[config.mk]
export PLATFORM = sky130hd
export DESIGN_NAME = os_array_feeder_flat
export DESIGN_NICKNAME = d
export VERILOG_FILES = /design/src/rtl/os_array_feeder_pkg.sv /design/src/rtl/os_array_feeder_if.sv /design/src/rtl/os_array_feeder_skew_line.sv /design/src/rtl/os_array_feeder.sv /design/src/flat_wrapper.sv
export SDC_FILE = /design/constraint.sdc
export NUM_CORES = 1
export LEC_CHECK = 0
export CORE_MARGIN = 10
export CORE_UTILIZATION = 51
export CTS_BUF_LIST = sky130_fd_sc_hd__clkbuf_4 sky130_fd_sc_hd__clkbuf_8
export CTS_CLUSTER_DIAMETER = 80
export DETAILED_ROUTE_END_ITERATION = 6
export PLACE_DENSITY = 0.9
export SETUP_SLACK_MARGIN = 0.2
export SLEW_MARGIN = 5
export SYNTH_ARGS = -nofsm -noshare
export SYNTH_HDL_FRONTEND = slang
export SYNTH_SLANG_ARGS = --single-unit
[constraint.sdc]
create_clock -name clk -period 28.3 [get_ports clk]
set_input_delay 4.245 -clock clk [delete_from_list [all_inputs] [get_ports clk]]
set_output_delay 4.245 -clock clk [all_outputs]
set_load 0.02 [all_outputs]
[src/rtl/os_array_feeder_pkg.sv]
// os_array_pkg: shared constants and types for the output-stationary array feeder.
//   N_DEF / W_DEF : default array dimension and element width
//   FLUSH_LEN     : number of drain cycles after the last vector for the default N
//   feeder_state_t: feeder control FSM state encoding
//   flush_len()   : drain length 2N-1 for an arbitrary array dimension
package os_array_pkg;

    localparam int N_DEF     = 4;
    localparam int W_DEF     = 32;
    localparam int FLUSH_LEN = 2 * N_DEF - 1;

    typedef enum logic [2:0] {
        ST_IDLE   = 3'd0,
        ST_CLEAR  = 3'd1,
        ST_STREAM = 3'd2,
        ST_FLUSH  = 3'd3,
        ST_DONE   = 3'd4
    } feeder_state_t;

    // The last operand reaches PE(N-1,N-1) after (N-1)+(N-1) skew/hop cycles,
    // plus one cycle for that final MAC to land in the accumulator.
    function automatic int flush_len(input int n);
        return 2 * n - 1;
    endfunction

endpackage

[src/rtl/os_array_feeder_if.sv]
// os_array_feeder_if: operand stream from a producer into the feeder.
//   in_valid : in_a/in_b/in_last valid this cycle
//   in_ready : feeder accepts a vector this cycle
//   in_last  : final vector of the job
//   in_a     : A column, lane i at [i*W +: W]
//   in_b     : B row, lane i at [i*W +: W]
// modport master = producer side, modport slave = feeder side.
interface os_array_feeder_if
    import os_array_pkg::*;
#(
    parameter int N = N_DEF,
    parameter int W = W_DEF
) ();

    logic             in_valid;
    logic             in_ready;
    logic             in_last;
    logic [N*W-1:0]   in_a;
    logic [N*W-1:0]   in_b;

    modport master (
        output in_valid,
        output in_last,
        output in_a,
        output in_b,
        input  in_ready
    );

    modport slave (
        input  in_valid,
        input  in_last,
        input  in_a,
        input  in_b,
        output in_ready
    );

endinterface

[src/rtl/os_array_feeder_skew_line.sv]
// os_skew_line: one lane's delay line of DEPTH registers.
//   clk, rst : clock, asynchronous active-high reset
//   clear    : synchronous flush of every stage to zero
//   din      : element entering the line (zero for bubbles)
//   dout     : element leaving the line, DEPTH cycles after din
module os_skew_line #(
    parameter int DEPTH = 1,
    parameter int W     = 32
) (
    input  logic         clk,
    input  logic         rst,
    input  logic         clear,
    input  logic [W-1:0] din,
    output logic [W-1:0] dout
);

    logic [W-1:0] stage_r [DEPTH];

    // Shift register: stage 0 takes din, every other stage takes its predecessor.
    always_ff @(posedge clk or posedge rst) begin
        if (rst) begin
            for (int k = 0; k < DEPTH; k++) begin
                stage_r[k] <= '0;
            end
        end else if (clear) begin
            for (int k = 0; k < DEPTH; k++) begin
                stage_r[k] <= '0;
            end
        end else begin
            stage_r[0] <= din;
            for (int k = 1; k < DEPTH; k++) begin
                stage_r[k] <= stage_r[k-1];
            end
        end
    end

    assign dout = stage_r[DEPTH-1];

endmodule

[src/rtl/os_array_feeder.sv]
// os_array_feeder: accepts A-column / B-row vectors and skews them into the
// edge PEs of an N x N output-stationary systolic array, sequencing the
// accumulator clear, streaming, drain and completion of one job.
//   clk, rst       : clock, asynchronous active-high reset
//   start          : begin a job (only honoured in IDLE)
//   in_if          : operand stream (slave side)
//   arr_a / arr_b  : skewed operands, lane i delayed i+1 cycles after accept
//   arr_rstn_pipe  : active-low operand-pipe clear to the array
//   arr_rstn_psum  : active-low accumulator clear to the array
//   busy           : feeder not idle
//   done           : one-cycle pulse once every accumulator holds its result
module os_array_feeder
    import os_array_pkg::*;
#(
    parameter int N = N_DEF,
    parameter int W = W_DEF
) (
    input  logic                clk,
    input  logic                rst,
    input  logic                start,
    os_array_feeder_if.slave    in_if,
    output logic [N*W-1:0]      arr_a,
    output logic [N*W-1:0]      arr_b,
    output logic                arr_rstn_pipe,
    output logic                arr_rstn_psum,
    output logic                busy,
    output logic                done
);

    localparam int              CNT_W      = $clog2(2 * N);
    localparam logic [CNT_W-1:0] FLUSH_LOAD = CNT_W'(flush_len(N));

    feeder_state_t    state_r;
    feeder_state_t    state_s;
    logic [CNT_W-1:0] flush_cnt_r;
    logic [CNT_W-1:0] flush_cnt_s;
    logic             rstn_r;
    logic             accept_s;
    logic             clear_s;
    logic [N*W-1:0]   lane_a_s;
    logic [N*W-1:0]   lane_b_s;

    assign accept_s = (state_r == ST_STREAM) && in_if.in_valid;

    // Next-state and flush-counter logic.
    always_comb begin
        state_s     = state_r;
        flush_cnt_s = flush_cnt_r;
        case (state_r)
            ST_IDLE: begin
                if (start) begin
                    state_s = ST_CLEAR;
                end else begin
                    state_s = ST_IDLE;
                end
            end
            ST_CLEAR: begin
                state_s = ST_STREAM;
            end
            ST_STREAM: begin
                if (accept_s && in_if.in_last) begin
                    state_s     = ST_FLUSH;
                    flush_cnt_s = FLUSH_LOAD;
                end else begin
                    state_s = ST_STREAM;
                end
            end
            ST_FLUSH: begin
                if (flush_cnt_r == CNT_W'(1)) begin
                    state_s     = ST_DONE;
                    flush_cnt_s = '0;
                end else begin
                    flush_cnt_s = flush_cnt_r - CNT_W'(1);
                end
            end
            ST_DONE: begin
                state_s = ST_IDLE;
            end
            default: begin
                state_s     = ST_IDLE;
                flush_cnt_s = '0;
            end
        endcase
    end

    // State, flush counter and array-clear registers. The clear is computed
    // from the next state so it is low for exactly the CLEAR cycle.
    always_ff @(posedge clk or posedge rst) begin
        if (rst) begin
            state_r     <= ST_IDLE;
            flush_cnt_r <= '0;
            rstn_r      <= 1'b0;
        end else begin
            state_r     <= state_s;
            flush_cnt_r <= flush_cnt_s;
            rstn_r      <= (state_s != ST_CLEAR);
        end
    end

    assign arr_rstn_pipe = rstn_r;
    assign arr_rstn_psum = rstn_r;
    assign in_if.in_ready = (state_r == ST_STREAM);
    assign busy           = (state_r != ST_IDLE);
    assign done           = (state_r == ST_DONE);

    // Bubbles and every non-accepted cycle feed zeros so the MACs see 0.
    assign lane_a_s = accept_s ? in_if.in_a : '0;
    assign lane_b_s = accept_s ? in_if.in_b : '0;
    assign clear_s  = (state_s == ST_CLEAR);

    for (genvar gi = 0; gi < N; gi++) begin : g_lane
        os_skew_line #(
            .DEPTH (gi + 1),
            .W     (W)
        ) u_skew_a (
            .clk   (clk),
            .rst   (rst),
            .clear (clear_s),
            .din   (lane_a_s[gi*W +: W]),
            .dout  (arr_a[gi*W +: W])
        );

        os_skew_line #(
            .DEPTH (gi + 1),
            .W     (W)
        ) u_skew_b (
            .clk   (clk),
            .rst   (rst),
            .clear (clear_s),
            .din   (lane_b_s[gi*W +: W]),
            .dout  (arr_b[gi*W +: W])
        );
    end

endmodule
[src/flat_wrapper.sv]
// flat-port wrapper written by rule: the top's interface ports become plain ports
module os_array_feeder_flat import os_array_pkg::*;
#(
    parameter int N = N_DEF,
    parameter int W = W_DEF
)
  (clk, rst, start, arr_a, arr_b, arr_rstn_pipe, arr_rstn_psum, busy, done, in_if_in_valid, in_if_in_last, in_if_in_a, in_if_in_b, in_if_in_ready);
  os_array_feeder_if #(.N(N), .W(W)) in_if_i ();
  input  logic clk;
  input  logic rst;
  input  logic start;
  output logic [N*W-1:0] arr_a;
  output logic [N*W-1:0] arr_b;
  output logic arr_rstn_pipe;
  output logic arr_rstn_psum;
  output logic busy;
  output logic done;
  input wire logic [$bits(in_if_i.in_valid)-1:0] in_if_in_valid;
  input wire logic [$bits(in_if_i.in_last)-1:0] in_if_in_last;
  input wire logic [$bits(in_if_i.in_a)-1:0] in_if_in_a;
  input wire logic [$bits(in_if_i.in_b)-1:0] in_if_in_b;
  output wire logic [$bits(in_if_i.in_ready)-1:0] in_if_in_ready;
  assign in_if_i.in_valid = in_if_in_valid;
  assign in_if_i.in_last = in_if_in_last;
  assign in_if_i.in_a = in_if_in_a;
  assign in_if_i.in_b = in_if_in_b;
  assign in_if_in_ready = in_if_i.in_ready;
  os_array_feeder #(.N(N), .W(W)) u_core (.clk(clk), .rst(rst), .start(start), .in_if(in_if_i), .arr_a(arr_a), .arr_b(arr_b), .arr_rstn_pipe(arr_rstn_pipe), .arr_rstn_psum(arr_rstn_psum), .busy(busy), .done(done));
endmodule
==> out/qor.csv, run 1 <==
metric,value,unit
switching_share,0.2686,
share_comb_of_total_power,0.203,
hold_viol_final,0,
drt-initial-drc-count,755,
die_h,228.9,um
cts_tree,built,
initial_utilization,0.5168,
fillCellCount,2802,
syn_to_final_growth,29.30,%
portBuffers,521,
firstDrtPassIters,4,
tightest_slew,1104,ps
arrival,7320,ps
power_density,86.38,nW/um^2
grt_max_degree,172,
async_flop_share,1.000,
synth_xor_area_frac,0,
syn_area,22260,sq um
ys_ff_latch,647,
vias,11786,
ys_warn_count,0,
drive_above_1_share,0.09735,
routed_wl,52.08,mm
remaining_drc_errors,0,
crit_required,28920,ps
finalCritPeriodShare,0.2369,
clk_latency,680,ps
holdBufCountCts,0,
grtUsageTotal,0.1967,
startpoint_type,input port,
top_level_ports,522,
wl_per_cell,19.79,um
syn_inst,1589,
crit_top_cell,buf_4,
clk_path_buf_depth,3,
synth_cell_types,32,
clk_pin_slew_worst_paths,60,ps
intPower,1818,uW
clkPwrFrac,0.334,
area.sequential,16190,sq um
numCtsBuffers,100,
power,2486,uW
fmax,149.2,MHz
grt_overflow,0,
crit_fanout,146,
synth-compound-area-share,0.003935,
grt_pass1_wl,78.69,mm
ir_drop,0.05400,mV
cts_resized,0,
setup_viol,0,
min_path_type,reg -> reg,
critPathKind,in -> async,
postPlaceCellArea,26510,sq um
synth_edf_count,0,
synth_top_family_by_area,simple AND/OR/NAND/NOR gates,
p_leak,0.01402,uW
fin_skew,31.26,ps
worst_path_largest_cell_delay,950,ps
outcome,"complete, no violations",
cts_root_buffer,clkbuf_8,
coreArea,43080,sq um
place.gp.congestion,0.9014,
ant_nets,0,
drv_slew,0,
cts.sinks,647,
htree_levels,3,
fin_area,28780,sq um
final.setup.tns,0,ps
rows,76,
avgSynthCellArea,14.01,sq um
synth_fa_ha_area_frac,0.001124,
pwr-share-seq,0.463,
syn-num-nets,1852,
synth_flop_cell,dfrtp_1,
post_cts_buffers,0,
antenna_found_initial,15,
slew_headroom,0.2639,
ys_seq_area_frac,0.7273,
dp_hpwl,35.29,mm
synth.area.mux_share,0.0005059,
worstPathCellList,"clkdlybuf4s50_1, inv_8, buf_4, buf_4",
nets,2220,
viasPerCell,4.478,
grt_pass1_vias,13255,
multi_input_area,4265,sq um
setup.worst_path.end_class,asynchronous set/reset pin,
rsz0062_at_grt,false,
fin_crit,6704,ps
die_area,52400,sq um
synthSimpleGateAreaFrac,0.1860,
die_w,228.9,um
switching_power,667.7,uW
slowest_stage,buf_4,
cap_violations,0,
[cell usage after synthesis, types with 2 or more instances]
library cell / n / area share
ha_1: 2 / 0.0011
buf_6: 4 / 0.0020
nor2b_1: 2 / 0.00056
clkbuf_1: 37 / 0.0062
inv_1: 3 / 0.00051
nor2_1: 2 / 0.00034
a21oi_1: 2 / 0.00045
and2_1: 641 / 0.18
buf_4: 193 / 0.065
a211o_1: 2 / 0.00079
buf_2: 5 / 0.0011
clkbuf_2: 27 / 0.0061
nand2_1: 2 / 0.00034
o21ai_0: 3 / 0.00067
dfrtp_1: 647 / 0.73
[worst paths after layout]
check,start,endpoint,slack (ps),cells past startpoint
max reg2reg,u_core.state_r[0],u_core.g_lane[2].u_skew_b.dout[14],25050,5
min,u_core.g_lane[2].u_skew_b.stage_r[78],u_core.g_lane[2].u_skew_b.stage_r[46],420,1
min in group asynchronous,rst,u_core.g_lane[1].u_skew_b.stage_r[42],4210,2
min reg2reg,u_core.g_lane[2].u_skew_b.stage_r[78],u_core.g_lane[2].u_skew_b.stage_r[46],420,1
max,rst,u_core.g_lane[3].u_skew_b.stage_r[84],21600,4
max in group clk,u_core.state_r[0],done,21790,3
[registers in the layout, indices dropped and copies added (netlist names)]
register,cells
u_core.g_lane.u_skew_a.dout,128
u_core.g_lane.u_skew_a.stage_r,192
u_core.arr_rstn_pipe,1
u_core.flush_cnt_r,3
u_core.state_r,3
u_core.g_lane.u_skew_b.dout,128
u_core.g_lane.u_skew_b.stage_r,192
[per-stage QoR]
stage	hold WS [ps]	utilization	setup WS, ps	cells
after detailed placement	432.2	0.6154	20790	2439
after global routing	449.5	0.6681	21140	2632
after floorplan	427.7	-	5928	1589
final	418.8	0.6681	21600	2632
after global placement	429.7	0.6154	20890	2439
after CTS	430.0	0.6668	21540	2618
[cells by family (layout without fill, tap and decap cells)]
kind of cell,Yosys count,count (layout)
flip-flops,647,647
other,0,13
AND/OR/NAND/NOR,657,657
adder cells (fa/ha/maj),2,2
multiplexers,1,1
buffers and inverters,269,714
AO/OA/AOI/OAI,13,13
[power by group through the flow]
stage | registers, uW | clock network, uW | logic (uW)
after floorplan | 1170 | 0 | 332
after global placement | 1150 | 0 | 490
after detailed placement | 1160 | 0 | 507
after CTS | 1150 | 850 | 514
after global routing | 1170 | 891 | 542
final | 1150 | 830 | 505
[final cells by class]
class	instances	share of cell area
Sequential cell	647	0.5625
Timing Repair Buffer	532	0.1852
Multi-Input combinational cell	673	0.1482
Clock buffer	160	0.07021
Tap cell	585	0.02543
Clock inverter	19	0.006651
Antenna cell	13	0.001130
Inverter	3	0.0006521
[worst max-delay path, delay by kind of cell]
family,cells,cell delay [ps]
buf+inv,4,2940
[metal layers]
metal / GRT usage / vias up / routed length [um]
met5: 0 / - / 13
met4: 0.09952 / 2 / 1741
met3: 0.05498 / 94 / 2901
met2: 0.3610 / 340 / 29330
met1: 0.2006 / 5992 / 18100
li1: - / 5358 / -
[cells in the final DEF (no fill, tap or decap), types with 3 or more instances in the layout]
cell type / synthesis / final
clkbuf_4: 0 / 29
clkbuf_8: 0 / 131
o21ai_0: 3 / 3
dfrtp_1: 647 / 647
diode_2: 0 / 13
buf_4: 193 / 9
inv_8: 0 / 3
bufinv_16: 0 / 3
and2_1: 641 / 641
clkinv_2: 0 / 11
clkdlybuf4s50_1: 0 / 521
Note: power is estimated with default switching activity, not from simulation.
==> inputs of run 2 (changes only) <==
- clock period: 28.3 -> 6.66 ns (I/O delays scaled with it)
==> run 2 against run 1 <==
Against the previous run:
- hold slack improved by 13 ps
- via count shrank 0.62%
- clock skew is 11 ps lower
- sequential power increased to 4.3 times the previous value
- setup slack lost 18000 ps
- combinational power rose to 4.2 times the previous value
- wire length fell by 1.6%
- die area unchanged
- first-iteration DRC count down 9.3%
- global-route usage down 0.081 points
- sequential cell count stayed put
==> out/qor.csv, run 2 (synthesized netlist as in run 1, its figures left out) <==
metric,value,unit,change
rsz0062_at_grt,false,,unchanged
rows,76,,unchanged
vias,11713,,"was 11,786"
crit_fanout,14,,was 146
p_leak,0.01399,uW,was 0.01402 uW
drt-initial-drc-count,685,,was 755
drv_slew,0,,unchanged
r2r-end,u_core.g_lane[1].u_skew_b.stage_r[49],,was u_core.g_lane[2].u_skew_b.dout[14]
place.gp.congestion,0.8414,,was 0.9014
slew_headroom,0.3085,,was 0.2639
critPathKind,reg -> out,,was in -> async
drive_above_1_share,0.09779,,was 0.09735
cap_violations,0,,unchanged
htree_levels,3,,unchanged
fin_skew,20.45,ps,was 31.26 ps
reg.largest.list,"u_core.g_lane.u_skew_a.stage_r (192), u_core.g_lane.u_skew_b.stage_r (192)",,unchanged
finalCritPeriodShare,0.5051,,
tightest_slew,1037,ps,was 1104 ps
cts_tree,built,,unchanged
viasPerCell,4.445,,was 4.478
worstHoldStart,u_core.g_lane[3].u_skew_b.stage_r[88],,was u_core.g_lane[2].u_skew_b.stage_r[78]
regToRegStartpoint,u_core.state_r[2],,was u_core.state_r[0]
hold-path-cell-count,1,,unchanged
hold_ws,431.6,ps,was 418.8 ps
hold_viol_final,0,,unchanged
remaining_drc_errors,0,,unchanged
ant_nets,0,,unchanged
top_level_ports,522,,unchanged
layout_common_cells,"dfrtp_1 (647), and2_1 (641), clkdlybuf4s50_1 (521)",,unchanged
reg2reg_depth,5,,unchanged
post_cts_buffers,0,,unchanged
outcome,"complete, no violations",,unchanged
coreArea,43080,sq um,unchanged
fin_crit,3364,ps,
syn_to_final_growth,28.99,%,was 29.30%
setup.worst_path.end_class,primary output,,was asynchronous set/reset pin
arrival,2360,ps,was 7320 ps
wl_per_cell,19.45,um,was 19.79 um
fmax,297.3,MHz,
grt_max_degree,221,,was 172
dp_hpwl,34.84,mm,was 35.29 mm
min_path_type,reg -> reg,,unchanged
initial_utilization,0.5168,,unchanged
die_area,52400,sq um,unchanged
fin_ws,3296,ps,"was 21,600 ps"
holdBufCountCts,0,,unchanged
clk_latency,650,ps,was 680 ps
grt_pass1_wl,78.14,mm,was 78.69 mm
nets,2220,,unchanged
clk_pin_slew_worst_paths,70,ps,was 60 ps
antenna_found_initial,16,,was 15
die_w,228.9,um,unchanged
startpoint_type,flop,,was input port
firstDrtPassIters,4,,unchanged
final_common_cell,dfrtp_1,,unchanged
grt_overflow,0,,unchanged
cts_root_buffer,clkbuf_8,,unchanged
rrSetupSlack,4010,ps,"was 25,050 ps"
setup_viol,0,,unchanged
pre_cts_ws,3212,ps,"was 20,790 ps"
crit_required,5660,ps,"was 28,920 ps"
die_h,228.9,um,unchanged
clk_path_buf_depth,3,,unchanged
grtUsageTotal,0.1959,,was 0.1967
hold_end,u_core.g_lane[3].u_skew_b.stage_r[56],,was u_core.g_lane[2].u_skew_b.stage_r[46]
power_density,362.8,nW/um^2,was 86.38 nW/um^2
cts.sinks,647,,unchanged
routed_wl,51.25,mm,was 52.08 mm
grt_pass1_vias,13395,,"was 13,255"
ir_drop,0.2427,mV,was 0.05400 mV
portBuffers,521,,unchanged
numCtsBuffers,98,,was 100
cts_resized,0,,unchanged
==> run 2: layer usage <==
layer | routed length, um | track usage | up-vias
met1 | 17870 | 0.2008 | 5879
met4 | 2137 | 0.1099 | 2
met2 | 28480 | 0.3519 | 350
li1 | - | - | 5366
met3 | 2736 | 0.05709 | 116
met5 | 18 | 0 | -
==> run 2: per-stage QoR <==
stage                       util   TNS, ps  area (sq um)  power [uW]  cells
after CTS                 0.6657         0         28680       10560   2620
after floorplan                -  -2057230         22260        6371   1589
after detailed placement  0.6167         0         26570        7100   2442
after global routing      0.6665         0         28710       10910   2634
after global placement    0.6167         0         26570        6989   2442
final                     0.6666         0         28710       10420   2635
==> run 2: critical path, cell delays in order, from the launching register on <==
cell             delay [ps]
dfrtp_1                 570
nor2_4                  260
and2_1                  250
clkdlybuf4s50_1         640
==> run 2: power breakdown <==
part | switching (uW) | internal [uW] | total, uW
Clock | 1450 | 1950 | 3390
Combinational | 1100 | 1030 | 2130
Sequential | 241 | 4650 | 4890
Total | 2790 | 7630 | 10400
==> run 2: cell type report <==
cell class	instances	area, sq um
diodes	15	37.54
clock buffers	160	1927
clock inverters	18	183.9
fillers	2779	14360
inverters	3	15.01
multi-input cells	673	4265
flip-flops and latches	647	16190
well taps	585	732.0
repair buffers	534	5363
==> run 2: how the worst max path moves through the flow <==
| stage | from | end | slack [ps] |
|---|---|---|---|
| global route | u_core.state_r[0] | done | 3140 |
| floorplan | rst | u_core.arr_rstn_pipe | -3180 |
| global placement | in_if_in_valid | u_core.g_lane[1].u_skew_b.stage_r[53] | 3290 |
| finish | u_core.state_r[0] | done | 3300 |
| CTS | u_core.state_r[0] | done | 3210 |
| detailed placement | in_if_in_valid | u_core.g_lane[1].u_skew_a.stage_r[63] | 3210 |
